## src/rtl/jtag_host.sv

```systemverilog
// JTAG host: converts DMI scan requests into IR/DR scans and returns the captured DR, 45 TCK periods per scan (+11 when the IR must be loaded).
// Backpressure: req_ready stays low while a scan or an unconsumed response is pending; the response is held until rsp_ready.
module jtag_host #(
    parameter int                CLK_DIV   = 4,
    parameter int                IR_LEN    = 5,
    parameter logic [IR_LEN-1:0] DMI_IR    = 5'h11,
    parameter int                DMI_ABITS = 6
) (
    input  logic                 clk,
    input  logic                 rst,
    input  logic                 req_valid,
    output logic                 req_ready,
    input  logic [DMI_ABITS-1:0] req_addr,
    input  logic [31:0]          req_data,
    input  logic [1:0]           req_op,
    output logic                 rsp_valid,
    input  logic                 rsp_ready,
    output logic [DMI_ABITS-1:0] rsp_addr,
    output logic [31:0]          rsp_data,
    output logic [1:0]           rsp_op,
    output logic                 jtag_pin_TCK,
    output logic                 jtag_pin_TMS,
    output logic                 jtag_pin_TDI,
    input  logic                 jtag_pin_TDO
);
    localparam int DR_LEN    = DMI_ABITS + 34;
    localparam int IR_TICKS  = IR_LEN + 6;
    localparam int DR_TICKS  = DR_LEN + 5;
    localparam int MAX_TICKS = (IR_TICKS > DR_TICKS) ? IR_TICKS : DR_TICKS;
    localparam int IDXW      = $clog2(MAX_TICKS);
    localparam int DIVW      = $clog2(2 * CLK_DIV);

    typedef enum logic [2:0] {ST_TRST, ST_IDLE, ST_IR, ST_DR, ST_RSP} state_t;

    state_t            state, nxt_state;
    logic [DIVW-1:0]   div_cnt;
    logic [IDXW-1:0]   idx, nxt_idx;
    logic [DR_LEN-1:0] sr;
    logic              ir_loaded;
    logic              tick_rise, tick_end, last_tick, shift_tick;
    logic              pat_tms, pat_tdi;
    logic [IR_LEN-1:0] ir_bits;
    int                ni;

    assign tick_rise  = div_cnt == DIVW'(CLK_DIV - 1);
    assign tick_end   = div_cnt == DIVW'(2 * CLK_DIV - 1);
    assign shift_tick = (state == ST_DR) && (int'(idx) >= 3) && (int'(idx) < DR_LEN + 3);

    always_comb begin
        case (state)
            ST_TRST: last_tick = idx == IDXW'(5);
            ST_IR:   last_tick = idx == IDXW'(IR_TICKS - 1);
            ST_DR:   last_tick = idx == IDXW'(DR_TICKS - 1);
            default: last_tick = 1'b0;
        endcase
    end

    // Which tick comes next; only consumed at a tick boundary or on request accept.
    always_comb begin
        nxt_state = state;
        nxt_idx   = idx + IDXW'(1);
        if (state == ST_IDLE) begin
            nxt_state = ir_loaded ? ST_DR : ST_IR;
            nxt_idx   = '0;
        end else if (last_tick) begin
            nxt_idx = '0;
            case (state)
                ST_TRST: nxt_state = ST_IDLE;
                ST_IR:   nxt_state = ST_DR;
                default: nxt_state = ST_RSP;
            endcase
        end
    end

    // TMS/TDI for the upcoming tick. In DR shift, sr[0] is already the next bit
    // because sr shifted on the rising edge of the tick just finishing.
    always_comb begin
        ni      = int'(nxt_idx);
        pat_tms = 1'b0;
        pat_tdi = 1'b0;
        ir_bits = '0;
        case (nxt_state)
            ST_TRST: pat_tms = ni < 5;
            ST_IR: begin
                if (ni < 2) begin
                    pat_tms = 1'b1;
                end else if (ni >= 4 && ni < IR_LEN + 4) begin
                    ir_bits = DMI_IR >> (ni - 4);
                    pat_tdi = ir_bits[0];
                    pat_tms = ni == IR_LEN + 3;
                end else if (ni == IR_LEN + 4) begin
                    pat_tms = 1'b1;
                end
            end
            ST_DR: begin
                if (ni == 0) begin
                    pat_tms = 1'b1;
                end else if (ni >= 3 && ni < DR_LEN + 3) begin
                    pat_tdi = sr[0];
                    pat_tms = ni == DR_LEN + 2;
                end else if (ni == DR_LEN + 3) begin
                    pat_tms = 1'b1;
                end
            end
            default: ;
        endcase
    end

    always_ff @(posedge clk or posedge rst) begin
        if (rst) begin
            state        <= ST_TRST;
            div_cnt      <= '0;
            idx          <= '0;
            sr           <= '0;
            ir_loaded    <= 1'b0;
            req_ready    <= 1'b0;
            rsp_valid    <= 1'b0;
            rsp_addr     <= '0;
            rsp_data     <= '0;
            rsp_op       <= '0;
            jtag_pin_TCK <= 1'b0;
            jtag_pin_TMS <= 1'b1;
            jtag_pin_TDI <= 1'b0;
        end else begin
            case (state)
                ST_IDLE: begin
                    if (req_valid && req_ready) begin
                        sr           <= {req_addr, req_data, req_op};
                        req_ready    <= 1'b0;
                        state        <= nxt_state;
                        idx          <= nxt_idx;
                        div_cnt      <= '0;
                        jtag_pin_TMS <= pat_tms;
                        jtag_pin_TDI <= pat_tdi;
                    end
                end
                ST_RSP: begin
                    if (rsp_ready) begin
                        rsp_valid <= 1'b0;
                        req_ready <= 1'b1;
                        state     <= ST_IDLE;
                    end
                end
                default: begin
                    if (tick_end) begin
                        div_cnt      <= '0;
                        jtag_pin_TCK <= 1'b0;
                        jtag_pin_TMS <= pat_tms;
                        jtag_pin_TDI <= pat_tdi;
                        state        <= nxt_state;
                        idx          <= nxt_idx;
                        if (last_tick) begin
                            case (state)
                                ST_TRST: req_ready <= 1'b1;
                                ST_IR:   ir_loaded <= 1'b1;
                                default: begin
                                    rsp_valid <= 1'b1;
                                    rsp_addr  <= sr[DR_LEN-1 -: DMI_ABITS];
                                    rsp_data  <= sr[33:2];
                                    rsp_op    <= sr[1:0];
                                end
                            endcase
                        end
                    end else begin
                        div_cnt <= div_cnt + DIVW'(1);
                        if (tick_rise) begin
                            jtag_pin_TCK <= 1'b1;
                            if (shift_tick)
                                sr <= {jtag_pin_TDO, sr[DR_LEN-1:1]};
                        end
                    end
                end
            endcase
        end
    end
endmodule

```

## config.mk

```make
export PLATFORM = sky130hd
export DESIGN_NAME = jtag_host
export DESIGN_NICKNAME = d
export VERILOG_FILES = /design/src/rtl/jtag_host.sv
export SDC_FILE = /design/constraint.sdc
export NUM_CORES = 1
export LEC_CHECK = 0
export ABC_AREA = 1
export CAP_MARGIN = 20
export CORE_AREA = 2 2 140 142
export DETAILED_ROUTE_END_ITERATION = 10
export DIE_AREA = 0 0 142 144
export PLACE_DENSITY = 0.45
export SLEW_MARGIN = 20
export SYNTH_ARGS = -nofsm -noshare
export SYNTH_HDL_FRONTEND = slang
export SYNTH_SLANG_ARGS = --single-unit
```

## constraint.sdc

```tcl
create_clock -name clk -period 3.9 [get_ports clk]
set_input_delay 0.39 -clock clk [delete_from_list [all_inputs] [get_ports clk]]
set_output_delay 0.39 -clock clk [all_outputs]
set_load 0.05 [all_outputs]
```

# --- After elaboration in Yosys (flattened, before gate mapping) ---
# Index checks and enable logic that the tools add are counted.
totals:
  ff_bits: 98
  inputBits: 45
  out_inout_bits: 45
  word_cells: 129
op_classes:
  add_sub_neg: 3
  order_cmp: 8
  eq_ne: 19
  shift: 1
  muxes: 53
  n_bitwise: 4
  reduce_logical: 28
op_table:
  columns: ["cell", "count"]
  rows:
  - ["two-way mux 40 bit", 4]
  - ["one-hot mux 40 bit (2 select lines)", 1]
  - [">> shifter 5 x 32 -> 1 bit (first input constant)", 1]
  - ["two-way mux 1 bit", 26]
  - ["two-way mux 6 bit", 4]
  - ["two-way mux 3 bit", 7]
  - ["== test 6 bit (second input constant)", 3]
  - ["one-hot mux 3 bit (2 select lines)", 3]
  - ["== test 3 x 2 -> 1 bit (second input constant)", 5]
  - ["AND reduction 5 bit", 3]
  - ["== test 6 x 5 -> 1 bit (second input constant)", 2]
  - [">= comparator 6 x 2 -> 1 bit (second input constant)", 2]
  - ["< comparator 6 bit (second input constant)", 2]
  - ["one-hot mux 6 bit (2 select lines)", 1]
  - ["nonzero test 2 bit", 6]
  - ["one-hot mux 1 bit (2 select lines)", 5]
  - ["nonzero test 3 bit", 3]
  - ["AND reduction 4 bit", 2]
  - ["subtractor 6 x 3 -> 7 bit (second input constant)", 1]
  - ["adder 6 x 1 -> 6 bit (second input constant)", 1]
  - ["== test 3 bit (second input constant)", 2]
  - ["== test 6 x 3 -> 1 bit (second input constant)", 1]
  - ["== test 6 x 4 -> 1 bit (second input constant)", 1]
  - [">= comparator 6 x 3 -> 1 bit (second input constant)", 1]
  - ["other kinds (15)", 29]

# --- Longest topological paths before layout ---
depth:
  ltp_word: 11
  mapped_depth: 21
  depth_no_buf: 20

# --- Least setup slack after synthesis ---
# No wires, ideal clock.
synth_timing:
  path_kind: "register to register"
  from: "register state[0]"
  to: "register jtag_pin_TMS"
  setup_ps: 75
  t_arrival_ps: 2245
  required_ps: 3824
  path_slack_ps: 1579
  stages_incl_launch_ff: 21
  n_path_buf: 1
  synth_period_minus_slack_ps: 2321
  cell_sequence: "dfrtp_1 nor2_2 nand2_1 nand2_1 nand2_1 nand3_4 buf_6 nand2_2 nor2_1 ha_1 nand2_1 inv_1 nand4_1 nand2_1 nand2_1 nand3_1 nand2_1 a21oi_1 nand2_1 nand2_1 nand2_1"
synth_via:
  elab_chain_cells: 11
  word_cells_on_any_way: 41
  cone_classes: "order compare: 6; eq/ne: 11; mux: 16; bitwise: 1; reduce/logical: 7"
synth_rtl:
  columns: ["item", "line_no", "text"]
  rows:
  - ["start, declared", "35", "state_t state, nxt_state;"]
  - ["start signal, assigned", "130", "state <= nxt_state;"]
  - ["start signal, assigned", "150", "state <= nxt_state;"]
  - ["== test 3 x 2 -> 1 bit / logical NOT 3 bit (equally long branches)", "50", "case (state)"]
  - ["one-hot mux 1 bit (3 select lines)", "50", null]
  - ["two-way mux 6 bit", "65", "end else if (last_tick) begin"]
  - ["two-way mux 6 bit (*)", "62", "if (state == ST_IDLE) begin"]
  - ["net nxt_idx[3]", "37", "logic [IDXW-1:0] idx, nxt_idx;"]
  - [">= comparator 6 x 2 -> 1 bit, or another cell as far along", "98", "end else if (ni >= 3 && ni < DR_LEN + 3) begin"]
  - ["logical AND 1 bit, or another cell as far along", "98", null]
  - ["two-way mux 1 bit (on tied branches)", "98, 87", null]
  - ["two-way mux 1 bit (on tied branches)", "96, 85", null]
  - ["one-hot mux 1 bit (3 select lines) (*)", "82", "case (nxt_state)"]
  - ["two-way mux 1 bit (on tied branches)", "145, 127", null]
  - ["one-hot mux 1 bit (2 select lines) (*)", "125", "case (state)"]
  - ["end signal, assigned", "133", "jtag_pin_TMS <= pat_tms;"]
  - ["end signal, assigned", "148", "jtag_pin_TMS <= pat_tms;"]
  - ["end, declared", "22", "output logic jtag_pin_TMS,"]
# Mark *: on every way through the listed nets, which the timed path passes. The rest lies on a longest branch. The select of a mux whose other input is x is not followed.
# A chain may end at the register's enable or synchronous reset.

# --- Final worst setup path ---
layout_timing:
  from: "register state[1]"
  to: "register jtag_pin_TMS"
# The elaborated chain is that of the path after synthesis.

==> run summary <==
final net count = 701
final WL = 12,190 um
worst slew pin tran = 0.7485 ns
Reg2Reg Depth = 17
first-pass GRT wire length = 20,240 um
status = finished, final reports clean
Cells after DPL = 874
largest net degree at the start of global routing = 99
Setup TNS Final = 0 ns
relative slew slack = 50.10%
syn nets = 625
share of cells above drive strength 1 = 7.362%
via count = 4,006
FF-to-FF End = jtag_pin_TMS$_DFFE_PP1P_
WL/cell = 13.70 um
CTS Sinks = 98
post-synth top area share = 50.25%
Post-synth EDFFs = 0
cts-stage hold buffer count = 0
Std-Cell Rows = 51
Port Buffer Count = 89
Hold Startpoint = jtag_pin_TMS$_DFFE_PP1P_
layout overhead on the synthesized area = 28.90%
post-route antenna net violation count = 0
maximum vdd drop = 0.1866 mV
gpl congestion = 0.8113
most frequent cells after synthesis = nand2_1, dfrtp_1, o21ai_0
Max Fclk = 367.6 MHz
drt drc = 0
R2R Path Start = state[1]$_DFFE_PP0P_
Antenna diodes = 0
worst path required time = 4.18 ns
pre-CTS setup slack = 1.200 ns
die area = 20,450 um2
Die W = 142 um
top-count cell post-synth = nand2_1
grt total ovfl = 0
Max FO, Critical Path = 30
H-tree depth = 3
P_leak = 2.784 nW
area leader, netlist = dfrtp_1
R2R setup slack = 1.18 ns
Worst-Skew Late Latency = 0.35 ns
Syn Inst Count = 571
CTS resizes = 0
DRT Pass-1 Iters = 4
CP Class = reg2reg
synthesized area = 4831 um2
CTS root buffer = clkbuf_16
CP Launch Type = flop
synth top area cells = dfrtp_1, nand2_1, o21ai_0
setup violators final = 0
Pwr per Cell Area = 310.3 nW/um2
final worst setup slack = 1.180 ns
worst hold endpoint = jtag_pin_TMS$_DFFE_PP1P_
initial DRC count = 237
CTS tree = yes
critical path capture point type = flop
TritonCTS buffer count = 9
CTS clk-pin slew, worst paths = 0.07 ns
Clock Tree Buf Depth = 2
Via density = 4.501
fin. max-slew vios = 0
vias in the first global route = 3,869
Cell variety after synth = 39
share of flip-flops with an asynchronous set or reset = 100.0%
Hold Path Depth = 2
io pins = 90
unrepaired setup endpoints after global routing = no
Syn Area/Cell = 8.460 um2
overall power = 1.932 mW
Total GRT Usage = 12.55%
initial antenna violation count = 0
fin crit period = 2.720 ns
setup bufs post-CTS = 0
Core Region = 19,080 um2
Fill cells = 1,983
clk_skew = 0.006794 ns
Die Ht = 144 um
post-DP HPWL = 8377 um
Initial Utilization = 25.32%
Main synth FF type = dfrtp_1
non-filler cells, final = 890
sequential fraction of the synthesis area = 50.79%
final period utilization = 69.75%
crit path DAT = 3.00 ns
Max-Cap Viols = 0
final hold vios = 0
class of the worst hold path = reg2reg
Yosys reg bits = 98
synthesis warning total = 0
[worst max-delay path, stage by stage (launching register included)]
cell and delay [ns]:
dfrtp_1 0.50, nor3_2 0.13, clkinv_2 0.18, buf_4 0.37
nand2_2 0.13, nor2_1 0.26, ha_1 0.28, nand2_1 0.07
inv_1 0.05, nand4_1 0.11, nand2_1 0.08, nand2_1 0.07
nand3_1 0.08, nand2_1 0.05, a21oi_1 0.11, nand2_1 0.07
nand2_1 0.05, nand2_1 0.05
[worst max path at each step]
stage,start,to,slack [ns],depth (start not counted)
after floorplan,rst,div_cnt[0]$_DFFE_PP0P_,0.95,1
after global placement,state[1]$_DFFE_PP0P_,jtag_pin_TMS$_DFFE_PP1P_,1.26,17
after detailed placement,state[1]$_DFFE_PP0P_,jtag_pin_TMS$_DFFE_PP1P_,1.20,16
after CTS,state[1]$_DFFE_PP0P_,jtag_pin_TMS$_DFFE_PP1P_,1.19,16
after global routing,state[1]$_DFFE_PP0P_,jtag_pin_TMS$_DFFE_PP1P_,0.92,17
final,state[1]$_DFFE_PP0P_,jtag_pin_TMS$_DFFE_PP1P_,1.18,17
[cells in the final DEF (no fill, tap or decap), types with 9 or more instances in the layout]
| master | count |
|---|---|
| clkbuf_16 | 9 |
| nand3_1 | 15 |
| o21ai_0 | 75 |
| o21ai_1 | 15 |
| ha_1 | 9 |
| nand2_1 | 143 |
| nor2_1 | 24 |
| dfrtp_1 | 97 |
| clkdlybuf4s50_1 | 89 |
| inv_1 | 71 |
| o211ai_1 | 39 |
[kinds of logic (layout without fill, tap and decap cells)]
kind of cell | after synthesis | in the layout | synth area share, %
compound gates | 148 | 148 | 18.34
fa+ha+maj | 9 | 9 | 2.331
buf+inv | 108 | 189 | 9.091
flops | 98 | 98 | 50.79
xor+xnor | 2 | 2 | 0.3627
simple gates | 206 | 206 | 19.09
[per-layer routing]
layer | track usage [%] | wire length (um) | vias up
li1 | - | - | 2026
met4 | 3.632 | 128 | 0
met1 | 17.41 | 5887 | 1888
met2 | 19.04 | 5474 | 83
met5 | 0 | 0 | -
met3 | 3.642 | 701 | 9
[final cells by class]
class | count | area (um2) | share of cell area, %
inverters | 79 | 300.3 | 4.822
repair buffers | 94 | 940.9 | 15.11
multi-input cells | 365 | 1954 | 31.38
well taps | 238 | 297.8 | 4.782
clock inverters | 6 | 51.30 | 0.8238
flip-flops and latches | 98 | 2454 | 39.40
clock buffers | 10 | 229.0 | 3.677
[power by group]
part | leakage, nW | internal (mW) | switching, mW
clock network | 0.133 | 0.442 | 0.405
logic | 1.53 | 0.0408 | 0.0293
registers | 1.13 | 1.02 | 0
total | 2.78 | 1.50 | 0.434
[stage by stage]
step	utilization [%]	hold WS, ns	area [um2]
finish	32.64	0.4709	6227
detailed placement	31.17	0.4651	5947
floorplan	-	0.4561	4831
global route	32.64	0.5135	6227
CTS	32.64	0.4779	6227
global placement	31.17	0.4634	5947
[registers in the layout (all words and copies together), names as in the netlist]
signal        cells
div_cnt           3
sr               40
jtag_pin_TMS      1
ir_loaded         1
rsp_data         32
state             3
req_ready         1
jtag_pin_TCK      1
rsp_op            2
rsp_valid         1
jtag_pin_TDI      1
rsp_addr          6
idx               6
No activity file was read; power rests on OpenSTA's default activity.
